===== config.mk =====
export PLATFORM = sky130hd
export DESIGN_NAME = spi_mem_master
export DESIGN_NICKNAME = d
export VERILOG_FILES = /design/src/rtl/spi_mem_pkg.sv /design/src/rtl/spi_mem_master_sclk_gen.sv /design/src/rtl/spi_mem_master.sv
export SDC_FILE = /design/constraint.sdc
export NUM_CORES = 1
export LEC_CHECK = 0
export ABC_AREA = 1
export ABC_CLOCK_PERIOD_IN_PS = 1600
export BUFFER_PORTS_ARGS = -buffer_cell sky130_fd_sc_hd__buf_2
export CAP_MARGIN = 10
export CORE_MARGIN = 2
export CORE_UTILIZATION = 45
export DETAILED_ROUTE_END_ITERATION = 16
export GPL_TIMING_DRIVEN = 1
export HOLD_SLACK_MARGIN = 0.06
export PLACE_DENSITY = 0.63
export SKIP_LAST_GASP = 1
export SLEW_MARGIN = 20
export SYNTH_ARGS = -nofsm -noshare
export SYNTH_HDL_FRONTEND = slang
export SYNTH_SLANG_ARGS = --single-unit

===== constraint.sdc =====
create_clock -name clk -period 1.6 [get_ports clk]
set_input_delay 0 -clock clk [delete_from_list [all_inputs] [get_ports clk]]
set_output_delay 0 -clock clk [all_outputs]
set_load 0.02 [all_outputs]

===== src/rtl/spi_mem_pkg.sv =====
// Shared definitions for the SPI memory master, the slave-side memory and benches.
package spi_mem_pkg;

  // Frame sequencing states.
  typedef enum logic [2:0] {
    IDLE,
    SETUP,
    SHIFT,
    HOLD,
    GAP
  } state_t;

  localparam int DEF_ADDR_W = 7;
  localparam int DEF_DATA_W = 8;
  localparam int FRAME_W    = DEF_ADDR_W + 1 + DEF_DATA_W;

  localparam logic RW_READ  = 1'b1;
  localparam logic RW_WRITE = 1'b0;

endpackage


===== src/rtl/spi_mem_master_sclk_gen.sv =====
// Half-period counter and SCLK register. While enabled the counter wraps every
// CLK_DIV cycles; when tgl is also set, sclk toggles on each wrap and the
// matching rise/fall strobe is raised in the cycle before the new level appears.
module spi_sclk_gen #(
  parameter int CLK_DIV = 4
) (
  input  logic clk,
  input  logic reset,
  input  logic en,
  input  logic tgl,
  output logic tc,
  output logic rise,
  output logic fall,
  output logic sclk
);

  localparam int HC_W = (CLK_DIV > 1) ? $clog2(CLK_DIV) : 1;
  localparam logic [HC_W-1:0] HC_MAX = HC_W'(CLK_DIV - 1);

  logic [HC_W-1:0] hc;
  logic            sclk_q;

  assign tc   = (hc == HC_MAX);
  assign rise = en && tgl && tc && !sclk_q;
  assign fall = en && tgl && tc && sclk_q;
  assign sclk = sclk_q;

  // Half-period counter: held at zero while idle, wraps on tc.
  always_ff @(posedge clk or posedge reset) begin
    if (reset) begin
      hc <= '0;
    end else if (!en || tc) begin
      hc <= '0;
    end else begin
      hc <= hc + 1'b1;
    end
  end

  // SCLK level follows the rise/fall strobes; idles low (mode 0).
  always_ff @(posedge clk or posedge reset) begin
    if (reset) begin
      sclk_q <= 1'b0;
    end else if (rise) begin
      sclk_q <= 1'b1;
    end else if (fall) begin
      sclk_q <= 1'b0;
    end
  end

endmodule


===== src/rtl/spi_mem_master.sv =====
// SPI master for single-byte memory frames {addr, rw, data}, MSB first, mode 0.
// mosi is the MSB of the frame shift register; the register shifts on every
// sclk fall, so mosi only moves on falling edges and drains to zero at the end.
module spi_mem_master
  import spi_mem_pkg::*;
#(
  parameter int CLK_DIV = 4,
  parameter int ADDR_W  = DEF_ADDR_W,
  parameter int DATA_W  = DEF_DATA_W
) (
  input  logic              clk,
  input  logic              reset,
  input  logic              start,
  input  logic              rw,
  input  logic [ADDR_W-1:0] addr,
  input  logic [DATA_W-1:0] wdata,
  output logic              busy,
  output logic              done,
  output logic [DATA_W-1:0] rdata,
  output logic              sclk,
  output logic              cs,
  output logic              mosi,
  input  logic              miso
);

  localparam int FW   = ADDR_W + 1 + DATA_W;
  localparam int BC_W = $clog2(FW);
  localparam logic [BC_W-1:0] BC_TOP  = BC_W'(FW - 1);
  localparam logic [BC_W-1:0] BC_DATA = BC_W'(DATA_W);

  state_t            state, state_next;
  logic [FW-1:0]     sr;
  logic [BC_W-1:0]   bc;
  logic              rw_q;
  logic [DATA_W-1:0] rx;
  logic              cs_q, busy_q, done_q;
  logic [DATA_W-1:0] rdata_q;
  logic [DATA_W-1:0] tx_data;
  logic [FW-1:0]     frame;
  logic              sg_en, sg_tgl, tc, rise, fall, sclk_i;

  // Data phase carries zeros on a read.
  assign tx_data = (rw == RW_WRITE) ? wdata : '0;
  assign frame   = {addr, rw, tx_data};
  assign sg_en   = (state != IDLE);

  spi_sclk_gen #(.CLK_DIV(CLK_DIV)) u_sclk_gen (
    .clk   (clk),
    .reset (reset),
    .en    (sg_en),
    .tgl   (sg_tgl),
    .tc    (tc),
    .rise  (rise),
    .fall  (fall),
    .sclk  (sclk_i)
  );

  // State register.
  always_ff @(posedge clk or posedge reset) begin
    if (reset) begin
      state <= IDLE;
    end else begin
      state <= state_next;
    end
  end

  // Next state and sclk toggle enable; the final low phase must not rise again.
  always_comb begin
    state_next = state;
    sg_tgl     = 1'b0;
    case (state)
      IDLE:  if (start) state_next = SETUP;
      SETUP: begin
        sg_tgl = 1'b1;
        if (tc) state_next = SHIFT;
      end
      SHIFT: begin
        sg_tgl = sclk_i || (bc != '0);
        if (tc && !sclk_i && (bc == '0)) state_next = HOLD;
      end
      HOLD:  if (tc) state_next = GAP;
      GAP:   if (tc) state_next = IDLE;
      default: state_next = IDLE;
    endcase
  end

  // Frame latch, bit shifting, miso capture, chip select and handshake.
  always_ff @(posedge clk or posedge reset) begin
    if (reset) begin
      sr      <= '0;
      bc      <= '0;
      rw_q    <= 1'b0;
      rx      <= '0;
      cs_q    <= 1'b1;
      busy_q  <= 1'b0;
      done_q  <= 1'b0;
      rdata_q <= '0;
    end else begin
      done_q <= 1'b0;
      case (state)
        IDLE: begin
          if (start) begin
            sr     <= frame;
            rw_q   <= rw;
            bc     <= BC_TOP;
            cs_q   <= 1'b0;
            busy_q <= 1'b1;
          end
        end
        SHIFT: begin
          if (fall) sr <= {sr[FW-2:0], 1'b0};
          // bc still names the previous bit here, so bc<=DATA_W marks data bits.
          if (rise) begin
            bc <= bc - 1'b1;
            if ((rw_q == RW_READ) && (bc <= BC_DATA)) rx <= {rx[DATA_W-2:0], miso};
          end
        end
        HOLD: if (tc) cs_q <= 1'b1;
        GAP: begin
          if (tc) begin
            busy_q <= 1'b0;
            done_q <= 1'b1;
            if (rw_q == RW_READ) rdata_q <= rx;
          end
        end
        default: ;
      endcase
    end
  end

  assign busy  = busy_q;
  assign done  = done_q;
  assign rdata = rdata_q;
  assign sclk  = sclk_i;
  assign cs    = cs_q;
  assign mosi  = sr[FW-1];

endmodule


==> results.cfg, run 1 <==
[global_routing]
grt_antenna_before_repair = 0
grt_pass1_wl_um = 7860
grt-ovfl-total = 0
grt_max_degree = 47
grt_use_total_pct = 18.6
grt_pass1_vias = 1813

[worst_setup_path]
end_kind = flop
ff2ff_path_depth = 8
critPathTopFamily = simple AND/OR/NAND/NOR gates
cp-start-kind = flop
crit_buf_inv = 2
worstSetupPathType = reg2reg
cp-startpoint = state[2]
r2r-start = state[2]
rrSetupSlack_ps = 80
crit_chain = inv_2, nand2_4, nor2_4, nand3_2, nand2_2, clkbuf_16, nand3_1, o21ai_1
max_stage_delay_ps = 420
slowest_stage = dfrtp_1
arrival_ps = 1730
required_ps = 1820
r2r_end = sr[0]
crit_fanout = 8

[detailed_routing]
wire_per_inst_um = 12.5
via_per_inst = 4.96
drt-initial-drc-count = 98
vias = 1944
finalWirelength_um = 4920
drc = 0
ant_nets = 0
drtPass1Iterations = 4

[logic_synthesis]
synth_most_common_cell = nand2_1
synth.top_cell.area_share_pct = 50.4
synthFlopType = dfrtp_1
synthesis.area_um2 = 2230
synth_nets = 278
ys_seq_area_share_pct = 51.6
ys_seq_elements = 46
synth_warnings = 0
synthTopCellsByCount = nand2_1 (79), dfrtp_1 (45), inv_1 (24), nand3_1 (20), o21ai_0 (20)
synth-edff-count = 0
synthesis.instances = 256
yosysTopAreaCell = dfrtp_1
async_reset_ff_share_pct = 100
syn_avg_cell_area_um2 = 8.72
synthTopCellsByArea = dfrtp_1 (50%), nand2_1 (13%), nand3_1 (4.5%)
synthDistinctLibCells = 30

[power]
power.leakage_nw = 1.49
powerDensity_nw_per_um2 = 1560
power_mw = 4.60
peakVddDrop_mv = 0.683

[cts]
clock-sinks = 46
cts.reportedPaths.clkPinSlew_ps = 90
clock_latency_ps = 300
cts_buffers = 5
htree_levels = 2
clockBufferDepth = 2
cts-root-buf = clkbuf_8
cts_tree = built

[floorplanning]
core_um2 = 4750
die_y_um = 74.5
initial_core_util_pct = 47.0
rows = 25
fp.dieW_um = 74.5
io-pin-count = 33
dieArea_um2 = 5540

[placed_design]
gp_congestion = 0.858
dpl.cell_count = 357
dp_hpwl_um = 2910
port-buffer-count = 32
place_area_um2 = 2510
pre_cts_slack_ps = 62.7

[job]
maxCapViolations = 0

[finish]
post-route-util_pct = 62.1
area.growth.synth_to_final_pct = 32.2
finalNetCount = 346
instances_no_fill = 392
design_area_um2 = 2950
drive_above_1_share_pct = 27.1
num_antenna_cells = 0

[timing]
min_period_ps = 1520
fmax_mhz = 660
tightestPinTransition_ps = 343
fin_setup_tns_ps = 0
finalSetupViolCount = 0
slew_headroom_pct = 77.2
slew_violations = 0
timing.final.crit_share_pct = 94.8
holdWs_ps = 284
finalWorstSetupSlack_ps = 83.9
skew_ps = 8.60
hold_viol = 0

[outcome]
status = complete, no violations

[hold_path]
holdCritPathClass = in2async
worst max-delay path by stage:
| stage | to | slack, ps | cells after the start |
|---|---|---|---|
| floorplan | rx[0] | 190 | 7 |
| global placement | sr[2] | 70 | 9 |
| detailed placement | state[0] | 60 | 11 |
| CTS | sr[6] | 40 | 9 |
| global route | bc[0] | -50 | 11 |
| finish | sr[0] | 80 | 8 |
kinds of logic (layout without fill, tap and decap cells):
logic type               after synthesis  count (layout)  share of synthesized area (%)
AO/OA/AOI/OAI                         39              40                           10.2
XOR/XNOR                               1               1                          0.392
adder cells (fa/ha/maj)                2               2                           1.12
buffers and inverters                 37             105                           7.84
flip-flops                            46              46                           51.6
multiplexers                           1               1                          0.504
AND/OR/NAND/NOR                      130             130                           28.3
report_power, final:
group / switching, mW / internal [mW] / leakage [nW]
sequential: 0.241 / 1.54 / 0.586
combinational: 1.24 / 0.846 / 0.853
clock: 0.387 / 0.347 / 0.0472
total: 1.87 / 2.73 / 1.49
timing repair:
action	CTS	global route
gates resized for setup	0	14
endpoints found under the setup margin	0	30
hold buffers	19	0
endpoints found under the hold margin	65	0
buffers inserted	0	5
state kept, by name, indices dropped and copies added (netlist names):
name	cells
bc	4
sr	16
rdata	8
rw_q	1
cs	1
u_sclk_gen.hc	2
rx	8
state	3
u_sclk_gen.sclk	1
busy	1
done	1
layout by cell type, fill, tap and decap left out, types with 2 or more instances in the layout:
cell type,netlist,routed
a21oi_1,3,3
buf_12,0,3
buf_2,2,32
buf_4,3,13
clkbuf_16,0,2
clkbuf_8,0,6
dfrtp_1,45,43
dfrtp_2,0,2
dlygate4sd3_1,0,19
ha_1,2,2
inv_1,24,23
inv_2,4,4
nand2_1,79,78
nand2_2,6,4
nand2_4,1,4
nand3_1,20,19
nand4_1,9,9
nor2_1,6,4
nor2_2,1,2
nor2_4,3,4
o211ai_1,6,6
o21ai_0,20,20
o21ai_1,8,8
metal layers:
| metal | GRT usage (%) | routed length, µm | up-vias |
|---|---|---|---|
| li1 | - | - | 974 |
| met1 | 23.9 | 2260 | 914 |
| met2 | 31.0 | 2350 | 48 |
| met3 | 3.25 | 228 | 8 |
| met4 | 7.74 | 74 | 0 |
| met5 | 0 | 0 | - |
cell type report:
cell class / instances / area, µm²
fillers: 440 / 1800
flip-flops and latches: 46 / 1150
multi-input cells: 174 / 955
repair buffers: 69 / 558
inverters: 28 / 105
well taps: 67 / 83.8
clock buffers: 6 / 82.6
clock inverters: 2 / 12.5
worst min-delay path, delay by kind of cell:
family	cells	cell delay, ps
buffers and inverters	4	960
Note: power is estimated with default switching activity, not from simulation.
==> inputs of run 2 (changes only) <==
==> constraint.sdc (replaced) <==
create_clock -name clk -period 1.6 [get_ports clk]
set_input_delay 0.24 -clock clk [delete_from_list [all_inputs] [get_ports clk]]
set_output_delay 0.24 -clock clk [all_outputs]
set_load 0.02 [all_outputs]
==> run 2 against run 1 <==
Effect of this change: first-iteration DRC count up 11%; final area fell by 6.1%; routed wire length fell by 7.0%; count of clock-buffer cells in the layout stayed put; power down 0.98%; via count decreased by 4.0%; clock skew about the same; final cell count is 4.6% lower; critical path type unchanged; setup slack improved by 28 ps; global-route usage down 1.1 points.
==> results.cfg, run 2 (synthesized netlist as in run 1, its figures left out) <==
[outcome]
status = complete, no violations

[power]
powerDensity_nw_per_um2 = 1640
peakVddDrop_mv = 0.679
power_mw = 4.55
power.leakage_nw = 1.41

[detailed_routing]
vias = 1866
drtPass1Iterations = 4
ant_nets = 0
drt-initial-drc-count = 109
finalWirelength_um = 4570
via_per_inst = 4.99
drc = 0
wire_per_inst_um = 12.2

[timing]
fmax_mhz = 672
skew_ps = 8.54
slew_violations = 0
min_period_ps = 1490
hold_viol = 0
tightestPinTransition_ps = 347
timing.final.crit_share_pct = 93.0
finalSetupViolCount = 0
slew_headroom_pct = 76.8

[worst_setup_path]
crit_chain = inv_1, ha_1, inv_1, nor2_2, nand2_2, nand2_4, nand2_4, nand3_4, nand2_2, nand2_1, nand2_1
worstSetupPathType = reg2reg
rrSetupSlack_ps = 110
max_stage_delay_ps = 400
ff2ff_path_depth = 11
cp-start-kind = flop
critPathTopFamily = simple AND/OR/NAND/NOR gates
crit_buf_inv = 2
crit_fanout = 5
end_kind = flop
slowest_stage = dfrtp_1
required_ps = 1780
crit_cells = 11
arrival_ps = 1670

[cts]
htree_levels = 2
cts_tree = built
cts-root-buf = clkbuf_8
cts.reportedPaths.clkPinSlew_ps = 80
clock_latency_ps = 300
cts_buffers = 5
clock-sinks = 46
clockBufferDepth = 2

[job]
maxCapViolations = 0

[finish]
num_antenna_cells = 0
drive_above_1_share_pct = 28.7
final_cell_mix = nand2_1 (78), dfrtp_1 (43), buf_2 (32)
largest_reg_flops = 16
post-route-util_pct = 58.3
area.growth.synth_to_final_pct = 24.1
nFillCells = 473
finalNetCount = 328
instances_no_fill = 374
final_common_cell = nand2_1
regMostFlops = sr

[global_routing]
grt_pass1_vias = 1665
grt_pass1_wl_um = 7420
grt_antenna_before_repair = 0
grt-ovfl-total = 0
grt_max_degree = 47
grt_use_total_pct = 17.5

[placed_design]
port-buffer-count = 32
dp_hpwl_um = 2910
dpl.cell_count = 357
gp_congestion = 0.858

[floorplanning]
die_y_um = 74.5
io-pin-count = 33
initial_core_util_pct = 47.0
rows = 25
core_um2 = 4750
dieArea_um2 = 5540
fp.dieW_um = 74.5

[hold_path]
holdCritPathClass = in2reg
hold_depth = 3
==> run 2: cell types whose count changed in the layout (fill, tap and decap cells not counted), sizes merged <==
cell / delta
dlygate4sd3: -18
==> run 2: worst paths after layout <==
check | startpoint | endpoint
setup reg to reg | bc[0] | bc[0]
setup / recovery | bc[0] | bc[0]
hold / removal | miso | rx[0]
max in group asynchronous | reset | cs
hold reg to reg | u_sclk_gen.hc[0] | u_sclk_gen.hc[0]
min in group asynchronous | reset | rdata[5]
==> run 2: metrics by stage <==
| step | worst slack [ps] | area, µm² | TNS (ps) | hold slack, ps |
|---|---|---|---|---|
| final | 112 | 2770 | 0 | 193 |
| after global placement | 74.9 | 2510 | 0 | 299 |
| after detailed placement | 62.7 | 2510 | 0 | 303 |
| after floorplan | 195 | 2230 | 0 | 384 |
| after CTS | 43.5 | 2620 | 0 | 182 |
| after global routing | -45.1 | 2770 | -45.1 | 186 |
==> run 2: tightest hold or removal path: stages <==
cell	delay, ps
buf_2	80
nand4_1	70
nand2_1	70
==> run 2: per-layer routing <==
metal | global-route usage [%] | part of all wire (%)
met5 | 0 | 0
met4 | 7.74 | 1.8
met3 | 3.39 | 4.8
met2 | 27.4 | 46
met1 | 23.7 | 47
==> run 2: repair_timing <==
item | in CTS | in global routing
endpoints found under the hold margin | 45 | 0
setup buffers | 0 | 5
hold buffers | 1 | 0
gates resized for setup | 0 | 14
setup endpoints to repair | 0 | 30
==> run 2: where the power goes <==
part / total (mW) / internal (mW) / switching [mW]
Sequential: 1.78 / 1.54 / 0.241
Combinational: 2.04 / 0.818 / 1.22
Clock: 0.732 / 0.347 / 0.384
==> run 2: cell type report <==
type / instances / area, µm² / share of cell area (%)
Inverter: 28 / 105 / 3.79
Sequential cell: 46 / 1150 / 41.7
Clock buffer: 6 / 82.6 / 2.98
Timing Repair Buffer: 51 / 378 / 13.6
Tap cell: 67 / 83.8 / 3.02
Clock inverter: 2 / 12.5 / 0.451
Multi-Input combinational cell: 174 / 955 / 34.4
